## config.mk

```make
export PLATFORM = sky130hd
export DESIGN_NAME = hires_access_ctrl
export DESIGN_NICKNAME = d
export VERILOG_FILES = /design/src/rtl/hires_pkg.sv /design/src/rtl/hires_fill_engine.sv /design/src/rtl/hires_access_ctrl.sv
export SDC_FILE = /design/constraint.sdc
export NUM_CORES = 1
export LEC_CHECK = 0
export ABC_AREA = 0
export CORE_MARGIN = 4
export CORE_UTILIZATION = 52
export CTS_CLUSTER_DIAMETER = 60
export DETAILED_ROUTE_END_ITERATION = 12
export PLACE_DENSITY = 0.82
export SETUP_SLACK_MARGIN = 0.4
export SKIP_CTS_REPAIR_TIMING = 1
export SLEW_MARGIN = 20
export SYNTH_ARGS = -nofsm -noshare
export SYNTH_HDL_FRONTEND = slang
export SYNTH_HIERARCHICAL = 1
export SYNTH_SLANG_ARGS = --single-unit
```

## constraint.sdc

```tcl
create_clock -name clk -period 5.5 [get_ports clk]
set_input_delay 0.825 -clock clk [delete_from_list [all_inputs] [get_ports clk]]
set_output_delay 0.825 -clock clk [all_outputs]
set_load 0.01 [all_outputs]
```

## src/rtl/hires_pkg.sv

```systemverilog
// Shared constants and types for the hires framebuffer access controller.
package hires_pkg;

    localparam int X_W        = 7;
    localparam int Y_W        = 8;
    localparam int HIRES_COLS = 80;
    localparam int HIRES_ROWS = 240;

    typedef enum logic [1:0] {
        FILL_IDLE = 2'd0,
        FILL_RUN  = 2'd1,
        FILL_DONE = 2'd2
    } fill_state_t;

endpackage

```

## src/rtl/hires_fill_engine.sv

```systemverilog
// Rectangle fill sequencer: walks x inside y over a latched window and
// requests one RAM write per cycle unless the Z80 holds the port.
module hires_fill_engine #(
    parameter int X_W = hires_pkg::X_W,
    parameter int Y_W = hires_pkg::Y_W
) (
    input  logic           clk,
    input  logic           srst,
    input  logic           start,
    input  logic           abort,
    input  logic           stall,
    input  logic [X_W-1:0] x0,
    input  logic [Y_W-1:0] y0,
    input  logic [X_W-1:0] w,
    input  logic [Y_W-1:0] h,
    input  logic [7:0]     value,
    output logic           wr_req,
    output logic [X_W-1:0] wr_x,
    output logic [Y_W-1:0] wr_y,
    output logic [7:0]     wr_value,
    output logic           busy,
    output logic           done
);
    import hires_pkg::*;

    fill_state_t    state;
    logic [X_W-1:0] x0_q;
    logic [X_W-1:0] w_q;
    logic [Y_W-1:0] h_q;
    logic [7:0]     value_q;
    logic [X_W-1:0] cnt_x;
    logic [Y_W-1:0] cnt_y;
    logic [X_W-1:0] fx;
    logic [Y_W-1:0] fy;
    logic           last_col;
    logic           last_row;

    assign last_col = (cnt_x == w_q - X_W'(1));
    assign last_row = (cnt_y == h_q - Y_W'(1));
    assign wr_req   = (state == FILL_RUN) && !stall;
    assign wr_x     = fx;
    assign wr_y     = fy;
    assign wr_value = value_q;

    // Counters only advance on cycles whose write actually reached the port.
    always_ff @(posedge clk) begin
        if (srst) begin
            state   <= FILL_IDLE;
            busy    <= 1'b0;
            done    <= 1'b0;
            x0_q    <= '0;
            w_q     <= '0;
            h_q     <= '0;
            value_q <= '0;
            cnt_x   <= '0;
            cnt_y   <= '0;
            fx      <= '0;
            fy      <= '0;
        end else begin
            done <= 1'b0;
            case (state)
                FILL_IDLE: begin
                    if (start) begin
                        x0_q    <= x0;
                        w_q     <= w;
                        h_q     <= h;
                        value_q <= value;
                        fx      <= x0;
                        fy      <= y0;
                        cnt_x   <= '0;
                        cnt_y   <= '0;
                        busy    <= 1'b1;
                        if (w == '0 || h == '0) begin
                            state <= FILL_DONE;
                            done  <= 1'b1;
                        end else begin
                            state <= FILL_RUN;
                        end
                    end
                end
                FILL_RUN: begin
                    if (abort || (wr_req && last_col && last_row)) begin
                        state <= FILL_DONE;
                        done  <= 1'b1;
                    end else if (wr_req) begin
                        if (last_col) begin
                            cnt_x <= '0;
                            fx    <= x0_q;
                            cnt_y <= cnt_y + Y_W'(1);
                            fy    <= fy + Y_W'(1);
                        end else begin
                            cnt_x <= cnt_x + X_W'(1);
                            fx    <= fx + X_W'(1);
                        end
                    end
                end
                FILL_DONE: begin
                    state <= FILL_IDLE;
                    busy  <= 1'b0;
                end
                default: begin
                    state <= FILL_IDLE;
                    busy  <= 1'b0;
                end
            endcase
        end
    end

endmodule

```

## src/rtl/hires_access_ctrl.sv

```systemverilog
// Hires framebuffer RAM port-A arbiter: Z80 data-port accesses always win,
// the fill engine uses the remaining cycles; reads return after three cycles.
module hires_access_ctrl #(
    parameter int X_W = hires_pkg::X_W,
    parameter int Y_W = hires_pkg::Y_W
) (
    input  logic               clk,
    input  logic               srst,
    input  logic               z80_rd_req,
    input  logic               z80_wr_req,
    input  logic [X_W+Y_W-1:0] z80_addr,
    input  logic [7:0]         z80_wdata,
    output logic [7:0]         z80_rdata,
    output logic               z80_rd_rdy,
    input  logic               fill_start,
    input  logic               fill_abort,
    input  logic [X_W-1:0]     fill_x0,
    input  logic [Y_W-1:0]     fill_y0,
    input  logic [X_W-1:0]     fill_w,
    input  logic [Y_W-1:0]     fill_h,
    input  logic [7:0]         fill_value,
    output logic               fill_busy,
    output logic               fill_done,
    output logic               ram_ce,
    output logic               ram_we,
    output logic               ram_regce,
    output logic [X_W+Y_W-1:0] ram_addr,
    output logic [7:0]         ram_din,
    input  logic [7:0]         ram_dout
);

    logic           z80_any;
    logic           fill_wr;
    logic [X_W-1:0] fill_x;
    logic [Y_W-1:0] fill_y;
    logic [7:0]     fill_data;
    logic           rd_pend;

    assign z80_any = z80_rd_req || z80_wr_req;

    hires_fill_engine #(
        .X_W (X_W),
        .Y_W (Y_W)
    ) u_fill (
        .clk      (clk),
        .srst     (srst),
        .start    (fill_start),
        .abort    (fill_abort),
        .stall    (z80_any),
        .x0       (fill_x0),
        .y0       (fill_y0),
        .w        (fill_w),
        .h        (fill_h),
        .value    (fill_value),
        .wr_req   (fill_wr),
        .wr_x     (fill_x),
        .wr_y     (fill_y),
        .wr_value (fill_data),
        .busy     (fill_busy),
        .done     (fill_done)
    );

    // ram_dout is captured in the regce cycle, so rd_rdy lands one cycle later.
    always_ff @(posedge clk) begin
        if (srst) begin
            ram_ce     <= 1'b0;
            ram_we     <= 1'b0;
            ram_regce  <= 1'b0;
            ram_addr   <= '0;
            ram_din    <= '0;
            rd_pend    <= 1'b0;
            z80_rd_rdy <= 1'b0;
            z80_rdata  <= '0;
        end else begin
            rd_pend    <= z80_rd_req;
            ram_regce  <= rd_pend;
            z80_rd_rdy <= ram_regce;
            if (ram_regce) begin
                z80_rdata <= ram_dout;
            end
            if (z80_rd_req) begin
                ram_ce   <= 1'b1;
                ram_we   <= 1'b0;
                ram_addr <= z80_addr;
            end else if (z80_wr_req) begin
                ram_ce   <= 1'b1;
                ram_we   <= 1'b1;
                ram_addr <= z80_addr;
                ram_din  <= z80_wdata;
            end else if (fill_wr) begin
                ram_ce   <= 1'b1;
                ram_we   <= 1'b1;
                ram_addr <= {fill_x, fill_y};
                ram_din  <= fill_data;
            end else begin
                ram_ce <= 1'b0;
                ram_we <= 1'b0;
            end
        end
    end

endmodule

```

==> qor.yml, run 1 <==
post_synth_xor_area_fraction_pct: 4.57
nets: 737
criticalPathCategory: "input pin to flop"
yosys-top-cells-count: "dfxtp_1 (100), nand2_1 (84), nor2_1 (50)"
critical_path_maximum_fanout: 31
globalRoute.totalOverflow: 0
setup_ws_ns: 1.40
p_total_mw: 1.64
syn-mean-instance-area_um2: 8.83
ys_seq_area_share_pct: 40.2
timing.critical_path.required_ns: 5.76
initial_core_util_pct: 53.6
p_int_mw: 1.19
wire_length_of_the_first_global_routing_pass_mm: 20.7
final_cells: 789
vias_per_cell: 5.60
grt_setup_unrepaired: "no"
crit_path_start_kind: "input pin"
synth_compound_gate_area_share_pct: 18.8
route.detailed.drc: 0
synth_top_area_share_pct: 40.2
layout.core_utilization_pct: 68.2
detailedPlacementHpwl_mm: 8.93
dominant_combinational_cell_family_by_area_after_synthesis: "simple AND/OR/NAND/NOR gates"
chipWidth_um: 106
clockBufferDepth: 2
clock-sinks: 100
netlist_area_um2: 4980
worstPathArrival_ns: 4.37
min_delay_path_depth: 1
synthMuxAreaShare_pct: 9.05
critical_path.n_buffers_inverters: 2
clock_h_tree_levels: 3
synthTopCellsByArea: "dfxtp_1 (40%), mux2i_1 (9.0%), nand2_1 (6.3%), xnor2_1 (4.2%), a21oi_1 (4.1%)"
synth_edf_count: 0
routed_wl_mm: 12.5
slowest_delay_ns: 0.84
hold_path_class: "flop to flop"
synth_cell_type_count: 67
ff2ff_setup_slack_ns: 2.26
sequential_share_of_power_pct: 49.2
drtIter0Drc: 271
dominant_cell_by_count_in_the_synthesized_netlist: "dfxtp_1"
outcome: "finished, final reports clean"
worst_path_most_repeated_cell: "nor2_1"
syn_inst: 564
r2r_depth: 10
cts.root.buffer_cell: "clkbuf_8"
flip_flop_cell_with_the_highest_count_after_synthesis: "dfxtp_1"
grt_max_degree: 64
fmax_mhz: 244
syn_nets: 645
diodes: 0
first_global_vias: 4255
design.die.area_um2: 11200
finalSetupViolations: 0
coreArea_um2: 9280
ant_nets: 0
groute.usage.overall_pct: 22.3
finalWeightedCongestion: 0.834
clk-insertion-delay-late_ns: 0.36
clock_power_share_pct: 32.2
timing.slew.headroom_pct: 29.6
switching_share_pct: 27.3
numPlacedInstances: 774
tns_ns: 0
power_per_cell_area_nw_per_um2: 259
area_grow_syn2layout_pct: 27.2
share_comb_of_total_power_pct: 18.6
routedWlPerCell_um: 15.9
tritoncts: "yes"
row_count: 35
firstDrtPassIters: 5
crit_family: "simple AND/OR/NAND/NOR gates"
final_layout_size_suffix_gt1_share_pct: 8.33
synth_seq_cells: 100
synth-simple-area-share_pct: 21.7
max_cap_violations: 0
dieHeight_um: 106
pin_slew_with_the_least_headroom_to_its_limit_ns: 1.06
synth_top_area_cell: "dfxtp_1"
placement.io_buffers: 111
crit_share_post_route_pct: 74.6
yosys_warning_total: 6
synth_adder_area_share_pct: 1.51
slowest_stage_cell_on_the_critical_path: "a21oi_1"
cts_inserted_buffers: 9
power.ir.vdd_worst_mv: 0.154
antenna_violations_before_repair: 0
timing.hold.worst.start: "rd_pend"
p_switching_mw: 0.447
power.leakage_nw: 2.28
crit_path_end_kind: "flop"
detailroute.via_count: 4417
slew_violations: 0
rr_startpoint: "u_fill/h_q[0]"
hold_viol: 0
synthArstFlopShare_pct: 0
period_minus_slack_ns: 4.10
crit_path_cell_trace: "clkdlybuf4s50_1, nor2_4, inv_1, nor2_1, mux2i_1, or2_2, a21oi_1, nor2_1, a21o_1"
regToRegEndpoint: "u_fill/cnt_x[0]"
hold-path-endpoint: "ram_regce"
dp_worst_setup_slack_ns: 1.08
fin_worst_skew_ns: 0.00915
ioPinCount: 112
clkSlewWorstSetupHoldPaths_ns: 0.10
==> placed cells by master, fill, tap and decap left out, drive strengths merged, types with 5 or more instances in the layout <==
master and count:
clkdlybuf4s50 110, nor2 52, dfxtp 100, a21oi 41, o211ai 6, nand2 84, inv 6, ha 6
a31oi 7, clkbuf 10, nand4 5, a211oi 27, xnor2 24, o211a 5, nand3 17, mux2i 45
buf 7, o21ai 13, nor3 20, nor2b 9, o31ai 5, or2 5
==> how the worst max path moves through the flow <==
stage	start	slack [ns]	cells after the start	endpoint
floorplan	z80_wr_req	2.76	12	u_fill/wr_x[2]
global placement	z80_wr_req	1.21	9	u_fill/cnt_x[0]
detailed placement	z80_wr_req	1.08	9	u_fill/cnt_x[0]
CTS	z80_wr_req	1.48	9	u_fill/cnt_x[0]
global route	z80_wr_req	1.04	9	u_fill/cnt_x[0]
finish	z80_wr_req	1.40	9	u_fill/cnt_x[0]
==> routing by layer <==
layer	track usage, %	routed length [um]
met5	0	0
met4	4.72	153
met3	5.70	910
met2	36.1	5810
met1	30.3	5640
==> sequential cells by signal, summed over array words and instances (netlist names), 8 cells and up <==
register	count
ram_din	8
z80_rdata	8
ram_addr	15
u_fill/h_q	8
u_fill/wr_value	8
u_fill/wr_y	8
u_fill/cnt_y	8
==> layout make-up <==
type	instances	area, um2
repair buffers	117	1150
fillers	744	2950
multi-input cells	422	2770
clock buffers	10	138
flip-flops and latches	100	2000
inverters	6	22.5
clock inverters	5	85.1
well taps	129	161
==> worst reg2reg max path, cell delays in order, from the launching register on <==
cell,delay [ns]
dfxtp_1,0.37
inv_1,0.08
ha_1,0.23
or3b_2,0.48
nor3_1,0.19
xnor2_1,0.20
a2111oi_4,0.07
buf_4,0.20
a21oi_1,0.82
nor2_1,0.25
a21o_1,0.24
==> cells by family (layout without fill, tap and decap cells) <==
| group | count (synthesis) | count (layout) |
|---|---|---|
| fa+ha+maj | 6 | 6 |
| flops | 100 | 100 |
| compound gates | 126 | 126 |
| simple gates | 219 | 219 |
| mux | 45 | 45 |
| xor+xnor | 26 | 26 |
| buf+inv | 42 | 138 |
==> power groups by stage <==
stage / sequential, mW / clock (mW) / combinational, mW
after floorplan: 0.818 / 0 / 0.179
after global placement: 0.820 / 0 / 0.293
after detailed placement: 0.822 / 0 / 0.302
after CTS: 0.806 / 0.527 / 0.305
after global routing: 0.813 / 0.561 / 0.334
final: 0.806 / 0.527 / 0.305
==> stage by stage <==
step	area, um2	hold slack, ns
finish	6330	0.451
global route	6330	0.479
CTS	6330	0.454
detailed placement	6110	0.429
global placement	6110	0.422
floorplan	4980	0.414
Note: power is estimated with default switching activity, not from simulation.
==> run 2: changes to the inputs <==
--- a/config.mk
+++ b/config.mk
@@ -7,10 +7,10 @@
 export LEC_CHECK = 0
 export ABC_AREA = 0
 export CORE_MARGIN = 4
-export CORE_UTILIZATION = 52
+export CORE_UTILIZATION = 46
 export CTS_CLUSTER_DIAMETER = 60
 export DETAILED_ROUTE_END_ITERATION = 12
-export PLACE_DENSITY = 0.82
+export PLACE_DENSITY = 0.77
 export SETUP_SLACK_MARGIN = 0.4
 export SKIP_CTS_REPAIR_TIMING = 1
 export SLEW_MARGIN = 20
==> constraint.sdc (replaced) <==
create_clock -name clk -period 3.35 [get_ports clk]
set_input_delay 0.5025 -clock clk [delete_from_list [all_inputs] [get_ports clk]]
set_output_delay 0.5025 -clock clk [all_outputs]
set_load 0.01 [all_outputs]
==> run 2 against run 1 <==
  * Total power is 57% higher
  * Wire length is 1.9% lower
  * Flip-flop and latch count stayed put
  * Sequential share of layout area is 0.056 points lower
  * Final cell count is 1.5% higher
  * Via count is 1.6% lower
  * Clock skew is 0.00067 ns higher
  * Combinational power is 66% higher
  * Critical endpoint is now u_fill/cnt_x[6]
==> qor.yml, run 2 (same netlist as run 1, synthesis figures left out) <==
outcome: "finished, final reports clean"  # unchanged
first_global_vias: 4200  # was 4255
groute.usage.overall_pct: 19.3  # was 22.3%
cts_inserted_buffers: 9  # unchanged
final_cell_mix: "clkdlybuf4s50_1 (110), dfxtp_1 (100), nand2_1 (84)"  # unchanged
tns_ns: 0  # unchanged
clockBufferDepth: 2  # unchanged
detailedPlacementHpwl_mm: 9.15  # was 8.93 mm
routedWlPerCell_um: 15.3  # was 15.9 um
switching_share_pct: 29.5  # was 27.3%
design.die.area_um2: 12600  # was 11200 um2
power_per_cell_area_nw_per_um2: 405  # was 259 nW/um2
initial_core_util_pct: 47.8  # was 53.6%
dieHeight_um: 112  # was 106 um
p_int_mw: 1.81  # was 1.19 mW
chipWidth_um: 112  # was 106 um
ant_nets: 0  # unchanged
most_common_library_cell_in_the_layout_ignoring_fill_and_taps: "clkdlybuf4s50_1"  # unchanged
fmax_mhz: 363
timing.slew.headroom_pct: 49.1  # was 29.6%
globalRoute.totalOverflow: 0  # unchanged
holdWs_ns: 0.460  # was 0.451 ns
criticalPathCategory: "flop to flop"  # was input pin to flop
wire_length_of_the_first_global_routing_pass_mm: 20.4  # was 20.7 mm
timing.critical_path.required_ns: 3.65  # was 5.76 ns
tritoncts: "yes"  # unchanged
cts.root.buffer_cell: "clkbuf_8"  # unchanged
sequential_share_of_power_pct: 51.5  # was 49.2%
clock_h_tree_levels: 3  # unchanged
clkSlewWorstSetupHoldPaths_ns: 0.11  # was 0.10 ns
largest_register: "ram_addr"  # unchanged
route.detailed.drc: 0  # unchanged
worstPathArrival_ns: 3.05  # was 4.37 ns
area_grow_syn2layout_pct: 27.4  # was 27.2%
power.leakage_nw: 2.29  # was 2.28 nW
rr_startpoint: "u_fill/h_q[0]"  # unchanged
clock-sinks: 100  # unchanged
drtIter0Drc: 230  # was 271
detailroute.via_count: 4347  # was 4417
diodes: 0  # unchanged
p_switching_mw: 0.759  # was 0.447 mW
row_count: 37  # was 35
slowest_stage_cell_on_the_critical_path: "or3b_2"  # was a21oi_1
fin_worst_skew_ns: 0.00982  # was 0.00915 ns
pin_slew_with_the_least_headroom_to_its_limit_ns: 0.762  # was 1.06 ns
timing.hold.worst.start: "rd_pend"  # unchanged
slowest_delay_ns: 0.48  # was 0.84 ns
hold_viol: 0  # unchanged
share_comb_of_total_power_pct: 19.7  # was 18.6%
slew_violations: 0  # unchanged
coreArea_um2: 10400  # was 9280 um2
routed_wl_mm: 12.3  # was 12.5 mm
ioPinCount: 112  # unchanged
final_layout_size_suffix_gt1_share_pct: 9.17  # was 8.33%
placement.io_buffers: 111  # unchanged
critical_path_maximum_fanout: 13  # was 31
number_of_flip_flops_in_the_largest_register: 15  # unchanged
crit_path_start_kind: "flop"  # was input pin
vias_per_cell: 5.43  # was 5.60
firstDrtPassIters: 5  # unchanged
max_cap_violations: 0  # unchanged
crit_path_cell_trace: "inv_1, ha_1, or3b_2, nor3_1, xnor2_1, a2111oi_4, a21oi_1, buf_4, nor2_1, o2bb2ai_1"  # was clkdlybuf4s50_1, nor2_4, inv_1, nor2_1, mux2i_1, or2_2, a21oi_1, nor2_1, a21o_1
finalWeightedCongestion: 0.837  # was 0.834
timing_startpoint_of_the_critical_path: "u_fill/h_q[0]"  # was z80_wr_req
finalSetupViolations: 0  # unchanged
crit_path_end_kind: "flop"  # unchanged
clk-insertion-delay-late_ns: 0.37  # was 0.36 ns
grt_max_degree: 69  # was 64
power.ir.vdd_worst_mv: 0.203  # was 0.154 mV
hold_path_class: "flop to flop"  # unchanged
nets: 741  # was 737
crit_share_post_route_pct: 82.1
clock_power_share_pct: 28.9  # was 32.2%
antenna_violations_before_repair: 0  # unchanged
grt_setup_unrepaired: "yes"  # was no
period_minus_slack_ns: 2.75
[run 2: cell types whose count changed in the layout (fill, tap and decap cells not counted)]
cell and delta:
a31oi_2 +1, a31oi_1 -1, buf_4 +4, bufinv_16 -2, inv_8 +2, inv_6 +2, clkbuf_8 -1
[run 2: routing by layer]
| metal | vias to the layer above | GRT usage (%) | routed length [um] |
|---|---|---|---|
| li1 | 2191 | - | - |
| met1 | 2020 | 26.6 | 5870 |
| met2 | 123 | 31.0 | 5590 |
| met3 | 13 | 3.77 | 654 |
| met4 | 0 | 5.53 | 161 |
| met5 | - | 0 | 0 |
[run 2: path summary, 6_finish.rpt]
kind / end / slack [ns] / cells past startpoint
setup / recovery: u_fill/cnt_x[6] / 0.60 / 10
hold / removal: ram_regce / 0.46 / 1
setup reg to reg: u_fill/cnt_x[6] / 0.60 / 10
hold reg to reg: ram_regce / 0.46 / 1
[run 2: worst max-delay path, delay by kind of cell (launching register included)]
family / cells / cell delay (ns)
AOI/OAI and AO/OA: 3 / 0.69
xor gates and xnor gates: 1 / 0.15
buffers and inverters: 2 / 0.28
DFF: 1 / 0.36
and+or+nand+nor: 3 / 0.97
adders and majority gates: 1 / 0.23
[run 2: power groups by stage]
stage | Combinational, mW | Clock, mW | Sequential (mW)
global placement | 0.489 | 0 | 1.35
finish | 0.505 | 0.741 | 1.32
detailed placement | 0.504 | 0 | 1.35
CTS | 0.506 | 0.764 | 1.32
floorplan | 0.294 | 0 | 1.34
global route | 0.554 | 0.813 | 1.33
[run 2: area by class of cell]
class | count | area (um2)
well taps | 136 | 170
multi-input cells | 422 | 2780
clock inverters | 7 | 65.1
fillers | 908 | 4070
repair buffers | 121 | 1180
flip-flops and latches | 100 | 2000
clock buffers | 9 | 124
inverters | 6 | 22.5
[run 2: per-stage QoR]
stage	instance area [um2]	cells	util [%]	worst slack [ns]	total power, mW
detailed placement	6150	785	59.0	0.411	1.85
global route	6340	801	60.9	0.398	2.70
CTS	6340	801	60.8	0.481	2.59
floorplan	4980	564	-	0.800	1.64
finish	6340	801	60.9	0.599	2.57
global placement	6150	785	59.0	0.518	1.84
==> run 3: changes to the inputs <==
--- a/config.mk
+++ b/config.mk
@@ -7,10 +7,10 @@
 export LEC_CHECK = 0
 export ABC_AREA = 0
 export CORE_MARGIN = 4
-export CORE_UTILIZATION = 46
+export CORE_UTILIZATION = 51
 export CTS_CLUSTER_DIAMETER = 60
 export DETAILED_ROUTE_END_ITERATION = 12
-export PLACE_DENSITY = 0.77
+export PLACE_DENSITY = 0.81
 export SETUP_SLACK_MARGIN = 0.4
 export SKIP_CTS_REPAIR_TIMING = 1
 export SLEW_MARGIN = 20
==> constraint.sdc (replaced) <==
create_clock -name clk -period 2.7 [get_ports clk]
set_input_delay 0.405 -clock clk [delete_from_list [all_inputs] [get_ports clk]]
set_output_delay 0.405 -clock clk [all_outputs]
set_load 0.01 [all_outputs]
==> run 3 against run 2 <==
  * Via count up 4.6%
  * Clock skew up 0.0043 ns
  * Worst setup slack worse by 0.50 ns
  * Highest routed layer unchanged
  * Flip-flop and latch count is the same
  * Die area decreased by 9.1%
  * First-iteration DRC count rose by 25%
  * Critical endpoint is now u_fill/cnt_y[5]
  * Register-to-register slack lost 0.50 ns
  * Wire length increased by 8.8%
  * Non-clock buffer count rose by 12
==> qor.yml, run 3 (same netlist as run 1, synthesis figures left out) <==
outcome: "finished, final reports clean"  # unchanged
diodes: 0  # unchanged
antenna_violations_before_repair: 0  # unchanged
clk-insertion-delay-late_ns: 0.37  # about the same
tritoncts: "yes"  # unchanged
layout.core_utilization_pct: 70.3  # was 60.9%
first_global_vias: 4375  # was 4200
setup_ws_ns: 0.103  # was 0.599 ns
crit_path_start_kind: "flop"  # unchanged
grt_setup_unrepaired: "yes"  # unchanged
dp_worst_setup_slack_ns: 0.0495  # was 0.411 ns
finalWeightedCongestion: 0.855  # was 0.837
timing.critical_path.required_ns: 2.93  # was 3.65 ns
crit_path_cell_trace: "or4_4, o221a_1, a311oi_2, a2111oi_4, buf_6, buf_6, nor4_4, xnor2_1, nor3_1"  # was inv_1, ha_1, or3b_2, nor3_1, xnor2_1, a2111oi_4, a21oi_1, buf_4, nor2_1, o2bb2ai_1
detailroute.via_count: 4548  # was 4347
power.leakage_nw: 2.37  # was 2.29 nW
crit_share_post_route_pct: 96.2  # was 82.1%
slew_violations: 0  # unchanged
tns_ns: 0  # unchanged
wire_length_of_the_first_global_routing_pass_mm: 21.1  # was 20.4 mm
nets: 753  # was 741
worstPathArrival_ns: 2.82  # was 3.05 ns
p_switching_mw: 0.959  # was 0.759 mW
clock_h_tree_levels: 3  # unchanged
ant_nets: 0  # unchanged
grt_max_degree: 58  # was 69
fmax_mhz: 385  # was 363 MHz
chipWidth_um: 107  # was 112 um
globalRoute.totalOverflow: 0  # unchanged
final_cell_mix: "clkdlybuf4s50_1 (110), dfxtp_1 (95), nand2_1 (83)"  # was clkdlybuf4s50_1 (110), dfxtp_1 (100), nand2_1 (84)
clock_power_share_pct: 29.6  # was 28.9%
clock-sinks: 100  # unchanged
crit_path_end_kind: "flop"  # unchanged
routedWlPerCell_um: 16.6  # was 15.3 um
routed_wl_mm: 13.4  # was 12.3 mm
cts.root.buffer_cell: "clkbuf_8"  # unchanged
slowest_delay_ns: 0.54  # was 0.48 ns
sequential_share_of_power_pct: 49.8  # was 51.5%
ioPinCount: 112  # unchanged
power.ir.vdd_worst_mv: 0.320  # was 0.203 mV
share_comb_of_total_power_pct: 20.7  # was 19.7%
p_int_mw: 2.35  # was 1.81 mW
clockBufferDepth: 2  # unchanged
clkSlewWorstSetupHoldPaths_ns: 0.10  # was 0.11 ns
hold_path_class: "flop to flop"  # unchanged
initial_core_util_pct: 53.1  # was 47.8%
route.detailed.drc: 0  # unchanged
number_of_flip_flops_in_the_largest_register: 15  # unchanged
design.die.area_um2: 11400  # was 12600 um2
critical_path_maximum_fanout: 5  # was 13
most_common_library_cell_in_the_layout_ignoring_fill_and_taps: "clkdlybuf4s50_1"  # unchanged
finalSetupViolations: 0  # unchanged
final_cell_area_um2: 6590  # was 6340 um2
drtIter0Drc: 287  # was 230
pin_slew_with_the_least_headroom_to_its_limit_ns: 0.631  # was 0.762 ns
period_minus_slack_ns: 2.60  # was 2.75 ns
placement.io_buffers: 111  # unchanged
hold_viol: 0  # unchanged
vias_per_cell: 5.64  # was 5.43
switching_share_pct: 29.0  # was 29.5%
criticalPathCategory: "flop to flop"  # unchanged
groute.usage.overall_pct: 22.7  # was 19.3%
dieHeight_um: 107  # was 112 um
firstDrtPassIters: 4  # was 5
place_area_um2: 6230  # was 6150 um2
final_layout_size_suffix_gt1_share_pct: 13.6  # was 9.17%
row_count: 35  # was 37
largest_register: "ram_addr"  # unchanged
cts_inserted_buffers: 9  # unchanged
worst_path_most_repeated_cell: "buf_6"
coreArea_um2: 9370  # was 10400 um2
area_grow_syn2layout_pct: 32.3  # was 27.4%
detailedPlacementHpwl_mm: 9.36  # was 9.15 mm
timing.slew.headroom_pct: 58.0  # was 49.1%
power_per_cell_area_nw_per_um2: 502  # was 405 nW/um2
slowest_stage_cell_on_the_critical_path: "or4_4"  # was or3b_2
max_cap_violations: 0  # unchanged
fin_worst_skew_ns: 0.0141  # was 0.00982 ns
==> run 3: changes by cell type in the layout (fill, tap and decap cells not counted), moves of 2 or more <==
cell,change
dfxtp_2,+4
clkinv_2,+2
buf_4,+6
nor2_1,-2
nor4_2,-2
nor3_2,+2
buf_6,+4
nor4_4,+2
dfxtp_1,-5
inv_8,-2
nor3_1,-3
==> run 3: routing by layer <==
metal	global-route usage, %	vias to the layer above	wire [um]
li1	-	2219	-
met1	29.3	2139	5900
met2	38.4	161	6430
met3	3.85	29	758
met4	7.76	0	266
met5	0	-	0
==> run 3: per-stage QoR <==
| stage | power, mW | hold slack, ns | std cells |
|---|---|---|---|
| 2_1_floorplan | 2.05 | 0.414 | 564 |
| 3_3_place_gp | 2.30 | 0.420 | 784 |
| 3_5_place_dp | 2.32 | 0.428 | 784 |
| 4_1_cts | 3.28 | 0.446 | 800 |
| 5_1_grt | 3.45 | 0.471 | 806 |
| 6_report | 3.31 | 0.440 | 806 |
==> run 3: cell type report <==
class / instances / area, um2
multi-input combinational: 422 / 2900
clock buffer: 9 / 124
sequential: 100 / 2010
timing repair buffer: 133 / 1300
inverter: 6 / 22.5
clock inverter: 7 / 72.6
tap: 129 / 161
fill: 746 / 2790
==> run 3: critical path, delay by kind of cell (launching register included) <==
family	cells	cell delay, ns
DFF	1	0.36
xor gates and xnor gates	1	0.16
and+or+nand+nor	3	0.88
buffers and inverters	2	0.29
AOI/OAI and AO/OA	3	0.76
==> run 3: path summary, 6_finish.rpt <==
| check | startpoint | to | slack (ns) | cells after the start |
|---|---|---|---|---|
| min | rd_pend | ram_regce | 0.44 | 1 |
| max | u_fill/h_q[0] | u_fill/cnt_y[5] | 0.10 | 9 |
| max reg2reg | u_fill/h_q[0] | u_fill/cnt_y[5] | 0.10 | 9 |
| min reg2reg | rd_pend | ram_regce | 0.44 | 1 |
==> run 3: power by group through the flow <==
stage | sequential [mW] | clock [mW] | combinational [mW]
after floorplan | 1.67 | 0 | 0.378
after global placement | 1.67 | 0 | 0.622
after detailed placement | 1.68 | 0 | 0.644
after CTS | 1.64 | 0.992 | 0.648
after global routing | 1.66 | 1.05 | 0.740
final | 1.65 | 0.978 | 0.683
